--- config.mk ---
export PLATFORM = sky130hd
export DESIGN_NAME = spi_master_ctrl
export DESIGN_NICKNAME = d
export VERILOG_FILES = /design/src/rtl/spi_master_ctrl.sv
export SDC_FILE = /design/constraint.sdc
export NUM_CORES = 1
export LEC_CHECK = 0
export ABC_AREA = 1
export BUFFER_PORTS_ARGS = -buffer_cell sky130_fd_sc_hd__buf_2
export CAP_MARGIN = 20
export CORE_UTILIZATION = 40
export DETAILED_ROUTE_END_ITERATION = 12
export PLACE_DENSITY = 0.65
export SLEW_MARGIN = 20
export SYNTH_ARGS = -nofsm -noshare
export SYNTH_HDL_FRONTEND = slang
export SYNTH_SLANG_ARGS = --single-unit
--- constraint.sdc ---
create_clock -name clk -period 5.52 [get_ports clk]
set_clock_uncertainty 0.15 [all_clocks]
set_input_delay 0 -clock clk [delete_from_list [all_inputs] [get_ports clk]]
set_output_delay 0 -clock clk [all_outputs]
set_load 0.05 [all_outputs]
--- src/rtl/spi_master_ctrl.sv ---
// SPI master on the picoRV32 shared memory bus.
// Register window: DATA (+0x0), CTRL (+0x4), STATUS (+0x8), reserved (+0xC).
// Supports configurable word width, SCLK divider, all CPOL/CPHA modes,
// MSB/LSB-first order and multiple chip selects.
module spi_master_ctrl #(
    parameter logic [31:0] BASE_ADDR = 32'h0000_0000,
    parameter int          WIDTH     = 8,
    parameter int          NUM_CS    = 1,
    parameter int          DIV_WIDTH = 8
) (
    input  logic              clk,
    input  logic              resetn,
    input  logic [31:0]       addr,
    input  logic [31:0]       wdata,
    input  logic              wen,
    input  logic              mem_valid,
    input  logic              mem_ready,
    output logic              mem_port_ready,
    output logic [31:0]       rdata,
    output logic              busy,
    output logic              sclk,
    output logic              mosi,
    input  logic              miso,
    output logic [NUM_CS-1:0] cs_n
);

    localparam int ECW = $clog2(2 * WIDTH) + 1;
    localparam logic [ECW-1:0] LAST_EDGE = ECW'(2 * WIDTH - 1);

    typedef enum logic [1:0] {S_IDLE, S_SETUP, S_SHIFT, S_HOLD} state_t;

    state_t               state;
    logic                 cpol, cpha, lsb_first;
    logic [2:0]           cs_idx;
    logic [DIV_WIDTH-1:0] div;
    logic                 done, overrun;
    logic [WIDTH-1:0]     rx, tx_sh, rx_sh;
    logic [DIV_WIDTH-1:0] hcnt;
    logic [ECW-1:0]       ecnt;

    logic                 hit, acc, start, ctrl_wr, data_ovr, status_rd, tick;
    logic                 leading, sample_edge, shift_edge;
    logic [1:0]           offset;
    logic [31:0]          read_val;
    logic                 unused_bits;

    // Bus addresses are word aligned; low address bits carry no meaning here.
    assign unused_bits = ^{addr[1:0], wdata};

    function automatic logic first_bit(input logic [WIDTH-1:0] v, input logic lsb);
        return lsb ? v[0] : v[WIDTH-1];
    endfunction

    function automatic logic [WIDTH-1:0] shift_out(input logic [WIDTH-1:0] v, input logic lsb);
        return lsb ? (v >> 1) : (v << 1);
    endfunction

    function automatic logic [WIDTH-1:0] shift_in(input logic [WIDTH-1:0] v, input logic b,
                                                 input logic lsb);
        return lsb ? {b, v[WIDTH-1:1]} : {v[WIDTH-2:0], b};
    endfunction

    // An out-of-range index selects no line at all.
    function automatic logic [NUM_CS-1:0] cs_decode(input logic [2:0] idx);
        logic [NUM_CS-1:0] m;
        m = '1;
        for (int i = 0; i < NUM_CS; i++) begin
            if (3'(i) == idx) m[i] = 1'b0;
        end
        return m;
    endfunction

    // Address decode, access strobes, read mux and SCLK edge classification.
    always_comb begin
        offset      = addr[3:2];
        hit         = mem_valid && (addr[31:4] == BASE_ADDR[31:4]);
        acc         = hit && !mem_port_ready && !mem_ready;
        start       = acc && wen && (offset == 2'd0) && !busy;
        data_ovr    = acc && wen && (offset == 2'd0) && busy;
        ctrl_wr     = acc && wen && (offset == 2'd1) && !busy;
        status_rd   = acc && !wen && (offset == 2'd2);
        tick        = (hcnt == div);
        leading     = !ecnt[0];
        sample_edge = (leading == !cpha);
        shift_edge  = !sample_edge && (cpha ? (ecnt != '0) : (ecnt != LAST_EDGE));
        read_val    = '0;
        case (offset)
            2'd0: read_val[WIDTH-1:0] = rx;
            2'd1: begin
                read_val[0]              = cpol;
                read_val[1]              = cpha;
                read_val[2]              = lsb_first;
                read_val[10:8]           = cs_idx;
                read_val[16 +: DIV_WIDTH] = div;
            end
            2'd2: read_val[2:0] = {overrun, done, busy};
            default: read_val = '0;
        endcase
    end

    // Bus acknowledge, read data capture, CTRL register and overrun flag.
    always_ff @(posedge clk) begin
        if (!resetn) begin
            mem_port_ready <= 1'b0;
            rdata          <= '0;
            cpol           <= 1'b0;
            cpha           <= 1'b0;
            lsb_first      <= 1'b0;
            cs_idx         <= '0;
            div            <= '0;
            overrun        <= 1'b0;
        end else begin
            mem_port_ready <= acc;
            if (acc) rdata <= wen ? 32'd0 : read_val;
            if (ctrl_wr) begin
                cpol      <= wdata[0];
                cpha      <= wdata[1];
                lsb_first <= wdata[2];
                cs_idx    <= wdata[10:8];
                div       <= wdata[16 +: DIV_WIDTH];
            end
            if (data_ovr) overrun <= 1'b1;
            else if (status_rd) overrun <= 1'b0;
        end
    end

    // Transfer sequencer: SETUP, 2*WIDTH sclk edges, HOLD; owns all SPI pins.
    always_ff @(posedge clk) begin
        if (!resetn) begin
            state <= S_IDLE;
            busy  <= 1'b0;
            done  <= 1'b0;
            rx    <= '0;
            tx_sh <= '0;
            rx_sh <= '0;
            hcnt  <= '0;
            ecnt  <= '0;
            sclk  <= 1'b0;
            mosi  <= 1'b0;
            cs_n  <= '1;
        end else begin
            // Status read clears done; a completion on the same edge overrides below.
            if (status_rd) done <= 1'b0;
            case (state)
                S_IDLE: begin
                    sclk <= cpol;
                    cs_n <= '1;
                    if (start) begin
                        state <= S_SETUP;
                        busy  <= 1'b1;
                        done  <= 1'b0;
                        cs_n  <= cs_decode(cs_idx);
                        hcnt  <= '0;
                        ecnt  <= '0;
                        rx_sh <= '0;
                        mosi  <= first_bit(wdata[WIDTH-1:0], lsb_first);
                        tx_sh <= shift_out(wdata[WIDTH-1:0], lsb_first);
                    end
                end
                S_SETUP: begin
                    if (tick) begin
                        hcnt  <= '0;
                        state <= S_SHIFT;
                    end else begin
                        hcnt <= hcnt + DIV_WIDTH'(1);
                    end
                end
                S_SHIFT: begin
                    if (tick) begin
                        hcnt <= '0;
                        sclk <= ~sclk;
                        ecnt <= ecnt + ECW'(1);
                        if (sample_edge) rx_sh <= shift_in(rx_sh, miso, lsb_first);
                        if (shift_edge) begin
                            mosi  <= first_bit(tx_sh, lsb_first);
                            tx_sh <= shift_out(tx_sh, lsb_first);
                        end
                        if (ecnt == LAST_EDGE) state <= S_HOLD;
                    end else begin
                        hcnt <= hcnt + DIV_WIDTH'(1);
                    end
                end
                S_HOLD: begin
                    if (tick) begin
                        hcnt  <= '0;
                        state <= S_IDLE;
                        cs_n  <= '1;
                        rx    <= rx_sh;
                        busy  <= 1'b0;
                        done  <= 1'b1;
                    end else begin
                        hcnt <= hcnt + DIV_WIDTH'(1);
                    end
                end
                default: state <= S_IDLE;
            endcase
        end
    end

endmodule

==> flow_summary.toml <==
[outcome]
status = "finished clean"

[clock_tree]
cts_tree = "done"
h-tree-depth = 3
post_cts_resized = 0
cts-root-buf = "clkbuf_8"
cts.sinks = 79
numCtsBuffers = 9
clockBufferDepth = 2
clk_latency_ps = 370
cts.clk_slew.worst_paths_ps = 90

[place]
gp_congestion = 0.7693
placed_cells = 799
dp_hpwl_um = 7081
io_buffers = 78

[critical_path]
start_kind = "flop"
reg2reg_from = "state[0]"
critPathCapture = "rx_sh[4]"
crit_path_start = "state[0]"
rrSetupSlack_ps = 2550
crit_top_cell = "inv_1"
crit_slowest_cell = "o21ai_4"
reg2reg_depth = 8
worst_ep_arrival_time_ps = 3120
cp-end-kind = "flop"
crit_chain = "inv_1 > ha_1 > inv_1 > o21ai_4 > nand3_1 > nand2_1 > inv_1 > nor2_1"
slowest_delay_ps = 590
cp_max_fo = 22
reg2reg_to = "rx_sh[4]"
required_ps = 5670
crit_type = "reg -> reg"

[timing]
slew_violations = 0
setup_viol = 0
hold_violations = 0
fmax_ghz = 0.3368
rsz0062_at_grt = "no"
max-slew-margin-rel_pct = 36.67
fin_crit_sh_pct = 53.80
tightest_slew_ps = 948.8
hold_slack_ps = 115.7
period_needed_ps = 2970
fin_tns_setup_ps = 0

[pwr]
combinationalPowerShare_pct = 29.2
p_int_mw = 1.004
switching_power_mw = 0.5982
powerDensity_nw_per_um2 = 319.7
ir_worst_vdd_mv = 0.2159
power_leakage_nw = 2.162
p_sw_share_pct = 37.34
pwr-share-seq_pct = 43.1
pwr-share-clk_pct = 27.7

[detailed_routing]
viasPerCell = 4.886
drt-pass1-iter-count = 4
ant_nets = 0
drt_iter0_drc = 221
num_vias = 4129
post_drt_wl_per_cell_um = 12.16
drc = 0
routed_wl_um = 10280

[floorplanning]
rows = 36
die_w_um = 103.4
die-area_um2 = 10680
die_y_um = 103.4
coreArea_um2 = 9864
io_pins = 107
start_util_pct = 41.65

[logic_synthesis]
synth_ff_type = "dfxtp_1"
synth_xor_area_share_pct = 0.4263
syn_area_um2 = 4109
async_reset_ff_share_pct = 0
yosysSeqAreaShare_pct = 38.49
synthMuxAreaShare_pct = 0.7308
synth_compound_area_share_pct = 16.90
synth_enable_flop_cells = 0
avgSynthCellArea_um2 = 6.703
synth_cell_type_count = 35
synthAdderAreaFrac_pct = 2.436
syn_inst = 613
yosys_warnings = 0
synthSimpleGateAreaFrac_pct = 28.56
synth_top_area_cell = "dfxtp_1"
synth_top_family_by_area = "simple AND/OR/NAND/NOR gates"
synthTopCellsByArea = "dfxtp_1 38%, nand2_1 12%, a21oi_1 8.2%"
ys_ff_latch = 79
synth_top_area_share_pct = 38.49

[grt]
antenna_found_initial = 0
grt_usage_pct = 19.38
grt_max_degree = 51
grt_pass1_wl_um = 16150
grt_pass1_vias = 3654
overflow = 0

[finish]
fin_cells = 845
n_fill_cell = 973
seq_area_um2 = 1582
multi_input_area_um2 = 2064
layout.nets = 785
drive_gt1_share_pct = 14.47
areaGrowthSynthToFinish_pct = 21.96
final_core_util_pct = 50.80
diodes = 0

[min_path]
min_path_type = "in -> reg"

[run]
maxCapViolations = 0
==> worst max-delay path, delay by kind of cell (launching register included) <==
| family | cells | cell delay, ps |
|---|---|---|
| AOI/OAI and AO/OA | 1 | 590 |
| adders and majority gates | 1 | 550 |
| buffers and inverters | 3 | 680 |
| DFF | 1 | 340 |
| and+or+nand+nor | 3 | 620 |
==> placed cells by master (no fill, tap or decap), types with 2 or more instances in the layout <==
cell / synthesis / final
nand3_1: 30 / 30
dlygate4sd3_1: 0 / 30
o221ai_1: 3 / 3
inv_2: 2 / 2
nand4_2: 2 / 2
buf_2: 4 / 78
clkinv_1: 4 / 4
xor2_1: 2 / 2
inv_1: 75 / 75
nor2_1: 79 / 79
nand3b_1: 2 / 2
nor3_1: 3 / 3
dfxtp_1: 79 / 79
inv_6: 0 / 2
a21oi_1: 67 / 67
nand4_1: 16 / 16
ha_1: 8 / 8
nor4_1: 6 / 6
mux2i_1: 3 / 3
o21ai_0: 52 / 52
o31ai_1: 2 / 2
conb_1: 1 / 13
o22ai_1: 2 / 2
clkinv_4: 0 / 2
clkbuf_8: 0 / 9
clkinvlp_4: 0 / 2
nand2_1: 128 / 128
==> per-stage QoR <==
| stage | setup WS [ps] | total power [mW] | area (um^2) |
|---|---|---|---|
| floorplan | 3584 | 1.061 | 4154 |
| global placement | 2573 | 1.137 | 4507 |
| detailed placement | 2604 | 1.153 | 4507 |
| CTS | 2571 | 1.609 | 5011 |
| global route | 2264 | 1.717 | 5011 |
| finish | 2550 | 1.602 | 5011 |
==> routing by layer <==
layer  track usage, %  up-vias  routed length (um)  share of wire (%)
met5                0        -                   0                  0
met4            5.742        0                  97               0.94
met3            4.435       10                 618                6.0
met2            32.96      111                4823                 47
met1            24.45     1853                4738                 46
li1                 -     2155                   -                  -
==> layout make-up <==
cell class / instances / share of cell area (%)
clock buffers: 9 / 2.472
clock inverters: 7 / 1.598
inverters: 81 / 6.067
multi-input cells: 428 / 41.20
flip-flops and latches: 79 / 31.56
well taps: 133 / 3.321
repair buffers: 108 / 13.78
==> worst min path at each step <==
stage,slack (ps),startpoint,to,cells after the start
after global placement,140,wdata[19],div[3],3
after global routing,150,resetn,tx_sh[1],3
after floorplan,20,addr[10],mem_port_ready,3
final,120,addr[11],cs_n,9
after detailed placement,150,wdata[21],div[5],3
after CTS,110,addr[11],cs_n,9
==> sequential cells by signal, summed over array words and instances, names as in the netlist, 3 cells and up <==
register	flops
rx_sh	8
hcnt	8
ecnt	5
rdata	19
div	8
rx	8
tx_sh	8
cs_idx	3
==> Yosys cell counts (2+ instances only) <==
| cell type | count |
|---|---|
| clkbuf_1 | 18 |
| a21oi_1 | 67 |
| xor2_1 | 2 |
| nand3b_1 | 2 |
| buf_4 | 14 |
| mux2i_1 | 3 |
| nor4_1 | 6 |
| o21ai_0 | 52 |
| nand4_1 | 16 |
| o22ai_1 | 2 |
| inv_2 | 2 |
| o31ai_1 | 2 |
| buf_2 | 4 |
| o221ai_1 | 3 |
| inv_1 | 75 |
| nand2_1 | 128 |
| nor3_1 | 3 |
| clkinv_1 | 4 |
| nor2_1 | 79 |
| dfxtp_1 | 79 |
| ha_1 | 8 |
| nand3_1 | 30 |
| nand4_2 | 2 |
==> cell families after synthesis <==
logic type                 count (synthesis)
AOI/OAI and AO/OA                        131
xor gates and xnor gates                   2
adders and majority gates                  8
buffers and inverters                    118
DFF                                       79
muxes                                      3
other                                      1
and+or+nand+nor                          271
==> timing repair <==
action                                 CTS  global route
endpoints found under the hold margin   33             0
hold buffers                            30             0
buffers inserted                         0             0
==> power groups by stage <==
stage                     Combinational, mW  Sequential, mW  Clock (mW)
final                                 0.468           0.690       0.444
after detailed placement              0.450           0.702           0
after global routing                  0.539           0.700       0.479
after floorplan                       0.341           0.721           0
after global placement                0.438           0.698           0
after CTS                             0.467           0.689       0.453
Note: power is estimated with default switching activity, not from simulation.
